## config.mk

```make
export PLATFORM = sky130hd
export DESIGN_NAME = nn_infer_sched
export DESIGN_NICKNAME = d
export VERILOG_FILES = /design/src/rtl/nn_infer_sched.sv
export SDC_FILE = /design/constraint.sdc
export NUM_CORES = 1
export LEC_CHECK = 0
export ABC_AREA = 1
export CAP_MARGIN = 40
export CORE_MARGIN = 5
export CORE_UTILIZATION = 35
export DETAILED_ROUTE_END_ITERATION = 6
export GPL_TIMING_DRIVEN = 0
export PLACE_DENSITY_LB_ADDON = 0.12
export SYNTH_ARGS = -nofsm -noshare
export SYNTH_HDL_FRONTEND = slang
export SYNTH_SLANG_ARGS = --single-unit
```

## constraint.sdc

```tcl
create_clock -name s_axi_aclk -period 1.9 [get_ports s_axi_aclk]
set_input_delay 0.38 -clock s_axi_aclk [delete_from_list [all_inputs] [get_ports s_axi_aclk]]
set_output_delay 0.38 -clock s_axi_aclk [all_outputs]
set_load 0.01 [all_outputs]
```

## src/rtl/nn_infer_sched.sv

```systemverilog
// nn_infer_sched: pixel fetch/stream into zyNet, intr wait, AXI-Lite result read.
// Optional intr watchdog: define NN_SCHED_TIMEOUT_EN.
module nn_infer_sched #(
  parameter int          DATA_WIDTH     = 8,
  parameter int          NUM_PIXELS     = 784,
  parameter int          ADDR_WIDTH     = 10,
  parameter logic [31:0] RESULT_ADDR    = 32'h8,
  parameter int          TIMEOUT_CYCLES = 65535
) (
  input  logic                  s_axi_aclk,
  input  logic                  s_axi_aresetn,
  input  logic                  start,
  output logic                  busy,
  output logic                  buf_rd_en,
  output logic [ADDR_WIDTH-1:0] buf_rd_addr,
  input  logic [DATA_WIDTH-1:0] buf_rd_data,
  output logic [DATA_WIDTH-1:0] axis_in_data,
  output logic                  axis_in_data_valid,
  input  logic                  axis_in_data_ready,
  input  logic                  intr,
  output logic [31:0]           m_axi_araddr,
  output logic                  m_axi_arvalid,
  input  logic                  m_axi_arready,
  input  logic [31:0]           m_axi_rdata,
  input  logic [1:0]            m_axi_rresp,
  input  logic                  m_axi_rvalid,
  output logic                  m_axi_rready,
  output logic [7:0]            result,
  output logic                  result_valid,
  output logic                  error
);

  localparam int CW = $clog2(NUM_PIXELS + 1);

  typedef enum logic [2:0] {
    S_IDLE, S_STREAM, S_WAIT, S_AR, S_R, S_DONE, S_ERR
  } state_t;

  state_t state_q, state_d;

  logic [CW-1:0]         iss_q;
  logic [CW-1:0]         sent_q;
  logic [DATA_WIDTH-1:0] fifo_q [2];
  logic                  wr_ptr_q;
  logic                  rd_ptr_q;
  logic [1:0]            cnt_q;
  logic [1:0]            cnt_post;
  logic                  rd_vld_q;
  logic                  start_ok;
  logic                  pop;
  logic                  push;
  logic                  issue;
  logic                  last_pop;
  logic                  tmo;

  assign start_ok = (state_q == S_IDLE) && start;
  assign pop      = (cnt_q != 2'd0) && axis_in_data_ready;
  assign push     = rd_vld_q;
  assign last_pop = pop && (sent_q == CW'(NUM_PIXELS - 1));
  assign cnt_post = cnt_q - {1'b0, pop};

  // Credit counts the slot freed by this cycle's pop so one pixel/cycle holds.
  assign issue = (state_q == S_STREAM)
              && (iss_q < CW'(NUM_PIXELS))
              && ((cnt_post + {1'b0, rd_vld_q}) < 2'd2);

  assign buf_rd_en          = issue;
  assign axis_in_data       = fifo_q[rd_ptr_q];
  assign axis_in_data_valid = (cnt_q != 2'd0);
  assign m_axi_araddr       = RESULT_ADDR;

`ifdef NN_SCHED_TIMEOUT_EN
  localparam int TW = $clog2(TIMEOUT_CYCLES + 1);
  logic [TW-1:0] wd_q;

  always_ff @(posedge s_axi_aclk or negedge s_axi_aresetn) begin
    if (!s_axi_aresetn) begin
      wd_q <= '0;
    end else if (state_q != S_WAIT) begin
      wd_q <= '0;
    end else begin
      wd_q <= wd_q + 1'b1;
    end
  end

  assign tmo = (wd_q == TW'(TIMEOUT_CYCLES - 1));
`else
  assign tmo = 1'b0;
`endif

  always_comb begin
    state_d = state_q;
    unique case (state_q)
      S_IDLE:   if (start) state_d = S_STREAM;
      S_STREAM: if (last_pop) state_d = S_WAIT;
      S_WAIT: begin
        if (intr) state_d = S_AR;
        else if (tmo) state_d = S_ERR;
      end
      S_AR:     if (m_axi_arready) state_d = S_R;
      S_R: begin
        if (m_axi_rvalid) begin
          state_d = (m_axi_rresp == 2'b00) ? S_DONE : S_ERR;
        end
      end
      S_DONE:   state_d = S_IDLE;
      S_ERR:    state_d = S_IDLE;
      default:  state_d = S_IDLE;
    endcase
  end

  always_ff @(posedge s_axi_aclk or negedge s_axi_aresetn) begin
    if (!s_axi_aresetn) begin
      state_q       <= S_IDLE;
      iss_q         <= '0;
      sent_q        <= '0;
      buf_rd_addr   <= '0;
      rd_vld_q      <= 1'b0;
      fifo_q[0]     <= '0;
      fifo_q[1]     <= '0;
      wr_ptr_q      <= 1'b0;
      rd_ptr_q      <= 1'b0;
      cnt_q         <= 2'd0;
      busy          <= 1'b0;
      m_axi_arvalid <= 1'b0;
      m_axi_rready  <= 1'b0;
      result_valid  <= 1'b0;
      result        <= '0;
      error         <= 1'b0;
    end else begin
      state_q  <= state_d;
      rd_vld_q <= issue;

      if (start_ok) iss_q <= '0;
      else if (issue) iss_q <= iss_q + 1'b1;

      if (start_ok) sent_q <= '0;
      else if (pop) sent_q <= sent_q + 1'b1;

      // Address parks on the last pixel instead of running past it.
      if (start_ok) begin
        buf_rd_addr <= '0;
      end else if (issue && (iss_q != CW'(NUM_PIXELS - 1))) begin
        buf_rd_addr <= buf_rd_addr + 1'b1;
      end

      if (push) begin
        fifo_q[wr_ptr_q] <= buf_rd_data;
        wr_ptr_q         <= ~wr_ptr_q;
      end
      if (pop) rd_ptr_q <= ~rd_ptr_q;
      cnt_q <= cnt_q + {1'b0, push} - {1'b0, pop};

      busy          <= (state_d != S_IDLE);
      m_axi_arvalid <= (state_d == S_AR);
      m_axi_rready  <= (state_d == S_R);
      result_valid  <= (state_d == S_DONE);

      if ((state_q == S_R) && m_axi_rvalid && (m_axi_rresp == 2'b00)) begin
        result <= m_axi_rdata[7:0];
      end

      if (start_ok) error <= 1'b0;
      else if (state_d == S_ERR) error <= 1'b1;
    end
  end

  logic unused_ok;
  assign unused_ok = ^{m_axi_rdata[31:8], (TIMEOUT_CYCLES != 0)};

endmodule

```

==> results of run 1 <==
==> per-layer routing <==
layer	wire length, µm	part of all wire (%)	track usage, %
met4	70	0.79	3.526
met5	0	0	0
met1	4190	47	19.42
met2	4031	46	23.22
met3	552	6.2	3.979
==> critical path: stages (launching register included) <==
cell      delay, ns
dfrtp_1        0.41
nor2_4         0.14
nor2_4         0.05
ha_4           0.26
inv_4          0.03
ha_4           0.15
inv_2          0.04
nand2_2        0.04
nand3b_1       0.09
nand2_2        0.10
nand2_4        0.11
clkinv_8       0.05
buf_6          0.11
==> stage by stage <==
| stage | power, µW | std cells | util (%) | setup slack [ns] | hold slack, ns |
|---|---|---|---|---|---|
| 6_report | 6200 | 749 | 48.59 | -0.4070 | 0.4776 |
| 5_1_grt | 6727 | 749 | 48.59 | -0.5210 | 0.5062 |
| 4_1_cts | 6207 | 749 | 48.38 | -0.4676 | 0.4726 |
| 3_5_place_dp | 4534 | 715 | 44.67 | -1.190 | 0.3074 |
| 3_3_place_gp | 4459 | 714 | 44.43 | -2.000 | 0.4617 |
| 2_1_floorplan | 3603 | 521 | - | -0.02113 | 0.08441 |
==> flip-flops by register name, summed over array words and instances, names as in the netlist <==
signal         cells
sent_q            10
push               1
result             8
state_q            3
wr_ptr_q           1
fifo_q            16
iss_q             10
result_valid       1
m_axi_rready       1
cnt_q              2
busy               1
error              1
m_axi_arvalid      1
buf_rd_addr       10
rd_ptr_q           1
==> cell families (layout without fill, tap and decap cells) <==
kind of cell	Yosys count	in the layout	share of synthesized area (%)
AND/OR/NAND/NOR	274	274	31.85
buffers and inverters	95	187	13.85
flip-flops	67	67	44.83
AO/OA/AOI/OAI	40	40	5.721
XOR/XNOR	8	8	1.874
adder cells (fa/ha/maj)	5	5	1.673
other	2	32	0.2008
==> final timing paths <==
| check | cells after the start | slack (ns) | endpoint | start |
|---|---|---|---|---|
| worst max-delay path | 12 | -0.41 | buf_rd_en | cnt_q[0] |
| worst min-delay path | 2 | 0.48 | fifo_q[2] | s_axi_aresetn |
| worst max register to register | 18 | -0.34 | iss_q[4] | cnt_q[0] |
| worst min register to register | 2 | 0.48 | result[1] | result[1] |
| max in group asynchronous | 3 | 0.87 | iss_q[8] | s_axi_aresetn |
| min in group s_axi_aclk | 2 | 0.48 | result[1] | result[1] |
==> layout by cell type (no fill, tap or decap), types with 2 or more instances in the layout <==
master / count
clkbuf_8: 9
nand4_1: 7
nand3_1: 45
xor2_1: 5
xnor2_1: 3
clkdlybuf4s50_1: 45
clkinv_4: 3
buf_2: 5
nand2_2: 3
nor2_2: 2
buf_6: 8
nand3_2: 3
a21oi_1: 9
inv_4: 2
nor2_4: 3
buf_4: 49
dfrtp_1: 66
inv_2: 5
nand2_1: 158
or2_2: 3
ha_1: 3
conb_1: 32
nand2_4: 3
dlygate4sd2_1: 8
nor2_1: 43
nand3b_1: 2
o21ai_0: 25
inv_1: 42
ha_4: 2
o21bai_1: 3
==> what timing repair did <==
| action | in CTS | in global routing |
|---|---|---|
| buffers inserted | 18 | 1 |
| setup endpoints to repair | 30 | 23 |
| pin swaps | 8 | 7 |
| gates resized for setup | 32 | 7 |
| hold buffers | 1 | 0 |
| endpoints found under the hold margin | 22 | 0 |
==> cell type report <==
cell class                 count  area share (%)
buffer                        43           6.456
clock buffer                   9           2.458
clock inverter                 7           1.540
inverter                      51           4.147
multi-input combinational    359           33.90
sequential                    67           33.30
tap                          136           3.377
timing repair buffer          77           14.82
==> power breakdown <==
group	switching, µW	total [µW]	internal, µW
sequential	351	2160	1810
combinational	1480	2830	1350
clock	594	1210	615
total	2430	6200	3770
==> metrics.txt, run 1 <==
Area after DPL 4632 µm²; post-layout worst setup margin -0.4070 ns; Core Region 10370 µm²; via count 3291; area of the multi-input gates 1708 µm²; top cells by count, synth nand2_1 (162), dfrtp_1 (67), inv_1 (47); worst vdd ir 0.0007577 V; CTS tree done; Final setup viols 21; RSZ-0062 raised after global routing true; top cell type's share of synthesized area 44.83%; CP arrival 1.93 ns; ANT cells 0; synth-to-layout area growth 34.73%; die area 12850 µm²; TritonCTS Sinks 67; routed wire length 8845 µm; Remaining DRCs 0; row count 37; synth top area cells dfrtp_1 (45%), nand2_1 (16%), buf_4 (6.6%); final worst path period share 121.4%; io pins 114; 1st-iter DRT viols 183; critical path class flip-flop to output pin; global-route wire length before repair 15180 µm; sequential area share after synthesis 44.83%; height of the die 113.4 µm; H-tree depth 3; hpwl dp 6280 µm; syn_area_per_cell 7.617 µm²; cell leakage power 0.002710 µW; Synth Flop Type dfrtp_1; Max Slew Vio Count 0; largest net degree at the start of global routing 46; Final Hold Vio Count 0; worst endpoint required time 1.52 ns; Clock Tree Root clkbuf_8; fmax 0.4335 GHz; initial antenna violation count 0; Post-synth EDFFs 0; min Tclk post-route 2.307 ns; ys async rst share 100.0%; fin area 5039 µm²; Synth area leader dfrtp_1; Max FO, Critical Path 2; Clock transition at path regs 0.08 ns; Seq cells post-synth 67; register area 1678 µm²; RePlAce Congestion 0.7661; GRT overflow 0; count leader, synth nand2_1; antenna viol nets, final 0; Synth cell types 32; share of cells above drive strength 1 18.11%; synthesized area 3740 µm²; Hold WC Path Type input pin to async pin; Worst Skew 0.01178 ns; Total GRT Usage 14.45%; die outline width 113.4 µm; vias in the first global route 3153; failing checks negative setup slack; Warnings, synthesis 0; CTS Buffer Depth 2; max_cap viols 0; Setup crit end kind output pin; wire per inst 11.81 µm; pwr/cell area 1231 nW/µm²; outcome finished with violations; PortBufs 57; fin nets 662; Clock Latency Late Sink 0.35 ns; Setup TNS -4.437 ns; First-pass DRT Iterations 4; DR vias/cell 4.394; Starting Density 36.06%; Worst Setup Start Kind flip-flop; Mapped Cells 491; CTS Buf Count 9; Layout fillers 1019
(Power assumes the default switching activity.)
==> run 2: changes to the inputs <==
--- a/config.mk
+++ b/config.mk
@@ -10,6 +10,7 @@
 export CORE_MARGIN = 5
 export CORE_UTILIZATION = 35
 export DETAILED_ROUTE_END_ITERATION = 6
+export DONT_BUFFER_PORTS = 1
 export GPL_TIMING_DRIVEN = 0
 export PLACE_DENSITY_LB_ADDON = 0.12
 export SYNTH_ARGS = -nofsm -noshare
==> run 2 against run 1 <==
  * The flow finishes with violations (negative hold slack, negative setup slack)
  * Clock power about the same
  * Worst hold slack got worse by 0.76 ns
  * Register-to-register slack improved by 0.09 ns
  * Combinational power decreased by 25%
  * Design area decreased by 14%
  * Final cell count decreased by 9.3%
  * Clock skew decreased by 0.0033 ns
  * Power decreased by 11%
  * Critical path type unchanged
==> metrics.txt, run 2 (synthesis results as in run 1) <==
Final setup viols 21 (unchanged); via count 3054 (was 3291); vias in the first global route 2975 (was 3153); wire per inst 12.39 µm (was 11.81 µm); CTS Buffer Depth 2 (unchanged); largest net degree at the start of global routing 68 (was 46); Clock transition at path regs 0.08 ns (about the same); die area 12850 µm² (unchanged); Worst Skew 0.008467 ns (was 0.01178 ns); failing checks negative hold slack, negative setup slack (was negative setup slack); share of cells above drive strength 1 17.31% (was 18.11%); CTS tree done (unchanged); WHS -0.2817 ns (was 0.4776 ns); RePlAce Congestion 0.7470 (was 0.7661); outcome finished with violations (unchanged); Setup TNS -4.338 ns (was -4.437 ns); row count 37 (unchanged); Layout fillers 1099 (was 1019); worst vdd ir 0.0005834 V (was 0.0007577 V); max_cap viols 0 (unchanged); 1st-iter DRT viols 206 (was 183); post-layout worst setup margin -0.3869 ns (was -0.4070 ns); routed wire length 8411 µm (was 8845 µm); Clock Tree Root clkbuf_8 (unchanged); First-pass DRT Iterations 4 (unchanged); global-route wire length before repair 14480 µm (was 15180 µm); final worst path period share 120.4% (was 121.4%); Clock power frac 21.6% (was 19.5%); Final Hold Vio Count 67 (was 0); RSZ-0062 raised after global routing true (unchanged); Clock Latency Late Sink 0.34 ns (was 0.35 ns); Hold WC Path Type input pin to async pin (unchanged); Combinational Power Share 38.5% (was 45.6%); Max FO, Critical Path 5 (was 2); Total GRT Usage 13.86% (was 14.45%); pwr/cell area 1275 nW/µm² (was 1231 nW/µm²); final core occ 41.96% (was 48.59%); initial antenna violation count 0 (unchanged); number of flip-flops in the largest register 16 (unchanged); Core Region 10370 µm² (unchanged); most common cell after layout, fill and taps aside nand2_1 (unchanged); io pins 114 (unchanged); DR vias/cell 4.498 (was 4.394); Net Sw Frac 41.10% (was 39.13%); Remaining DRCs 0 (unchanged); Setup crit end kind output pin (unchanged); Area after DPL 4036 µm² (was 4632 µm²); most frequent cells in the layout nand2_1 (157), dfrtp_1 (66), inv_1 (45), nand3_1 (45), nor2_1 (43) (was nand2_1 (158), dfrtp_1 (66), buf_4 (49), nand3_1 (45), clkdlybuf4s50_1 (45)); CTS Buf Count 9 (unchanged); fin nets 592 (was 662); pre-CTS setup slack -0.2169 ns (was -1.190 ns); hpwl dp 5881 µm (was 6280 µm); TritonCTS Sinks 67 (unchanged); Power, Total 5549 µW (was 6200 µW); GRT overflow 0 (unchanged); min Tclk post-route 2.287 ns (was 2.307 ns); Internal 3268 µW (was 3774 µW); ANT cells 0 (unchanged); synth-to-layout area growth 16.36% (was 34.73%); Worst Setup Start Kind flip-flop (unchanged); Reg power frac 40.0% (was 34.9%); antenna viol nets, final 0 (unchanged); most flop-heavy register fifo_q (unchanged); fmax 0.4373 GHz (was 0.4335 GHz); Starting Density 36.06% (unchanged); worst endpoint required time 1.52 ns (about the same); cell leakage power 0.002389 µW (was 0.002710 µW); CP arrival 1.91 ns (was 1.93 ns); height of the die 113.4 µm (unchanged); Max Slew Vio Count 0 (unchanged); fin area 4352 µm² (was 5039 µm²); die outline width 113.4 µm (unchanged); critical path class flip-flop to output pin (unchanged); PortBufs 0 (was 57); H-tree depth 3 (unchanged); NetSw 2281 µW (was 2426 µW)
-- run 2: timing repair --
| item | CTS | global route |
|---|---|---|
| gates cloned | 1 | 0 |
| endpoints found under the setup margin | 29 | 29 |
| endpoints found under the hold margin | 67 | 67 |
| pin swaps | 8 | 5 |
| gates resized for setup | 9 | 5 |
| buffers inserted | 5 | 1 |
-- run 2: stage by stage --
step                      instances  hold slack (ns)
final                           679          -0.2817
after global routing            679          -0.3170
after CTS                       678          -0.3073
after detailed placement        657          0.08663
after floorplan                 521          0.08441
after global placement          657          0.08638
-- run 2: per-layer routing --
layer	GRT usage (%)	part of all wire (%)
met1	17.77	45
met2	22.00	46
met3	4.350	7.3
met4	5.128	1.4
met5	0	0
-- run 2: power groups by stage --
stage	Combinational, µW	Sequential (µW)	Clock (µW)
after global routing	2480	2290	1330
after floorplan	1490	2110	0
after global placement	1840	2180	0
after CTS	2130	2210	1270
final	2130	2220	1200
after detailed placement	1870	2200	0
-- run 2: final timing paths --
| path | start | to | slack, ns | cells past startpoint |
|---|---|---|---|---|
| min in group s_axi_aclk | m_axi_rdata[4] | result[4] | 0.14 | 2 |
| max in group asynchronous | s_axi_aresetn | iss_q[4] | 2.05 | 0 |
| hold / removal | s_axi_aresetn | fifo_q[10] | -0.28 | 0 |
| setup reg to reg | cnt_q[0] | iss_q[5] | -0.25 | 14 |
| setup / recovery | cnt_q[0] | buf_rd_en | -0.39 | 11 |
| hold reg to reg | fifo_q[15] | fifo_q[15] | 0.49 | 2 |
-- run 2: worst max-delay path, cell delays in order (launching register included) --
cell and delay (ns):
dfrtp_1 0.44, nor2_4 0.15, nor2_4 0.05, ha_4 0.25
inv_2 0.03, ha_4 0.15, inv_2 0.04, nand2_2 0.04
nand3b_1 0.13, nand2_4 0.10, nand2_8 0.10, clkinv_8 0.07
-- run 2: final cells by class --
cell class	count	area, µm²	share of cell area (%)
timing repair buffer	6	45.04	1.035
sequential	67	1678	38.56
timing repair inverter	1	8.758	0.2013
buffer	43	321.6	7.389
clock buffer	9	123.9	2.846
inverter	51	203.9	4.687
multi-input combinational	359	1724	39.62
clock inverter	7	76.32	1.754
tap	136	170.2	3.910
==> run 3: changes to the inputs <==
--- a/config.mk
+++ b/config.mk
@@ -6,9 +6,10 @@
 export NUM_CORES = 1
 export LEC_CHECK = 0
 export ABC_AREA = 1
-export CAP_MARGIN = 40
+export CAP_MARGIN = 10
 export CORE_MARGIN = 5
 export CORE_UTILIZATION = 35
+export CTS_CLUSTER_DIAMETER = 80
 export DETAILED_ROUTE_END_ITERATION = 6
 export DONT_BUFFER_PORTS = 1
 export GPL_TIMING_DRIVEN = 0
==> results of run 3 <==
No change in the layout: final DEF, timing and power equal those of run 2.
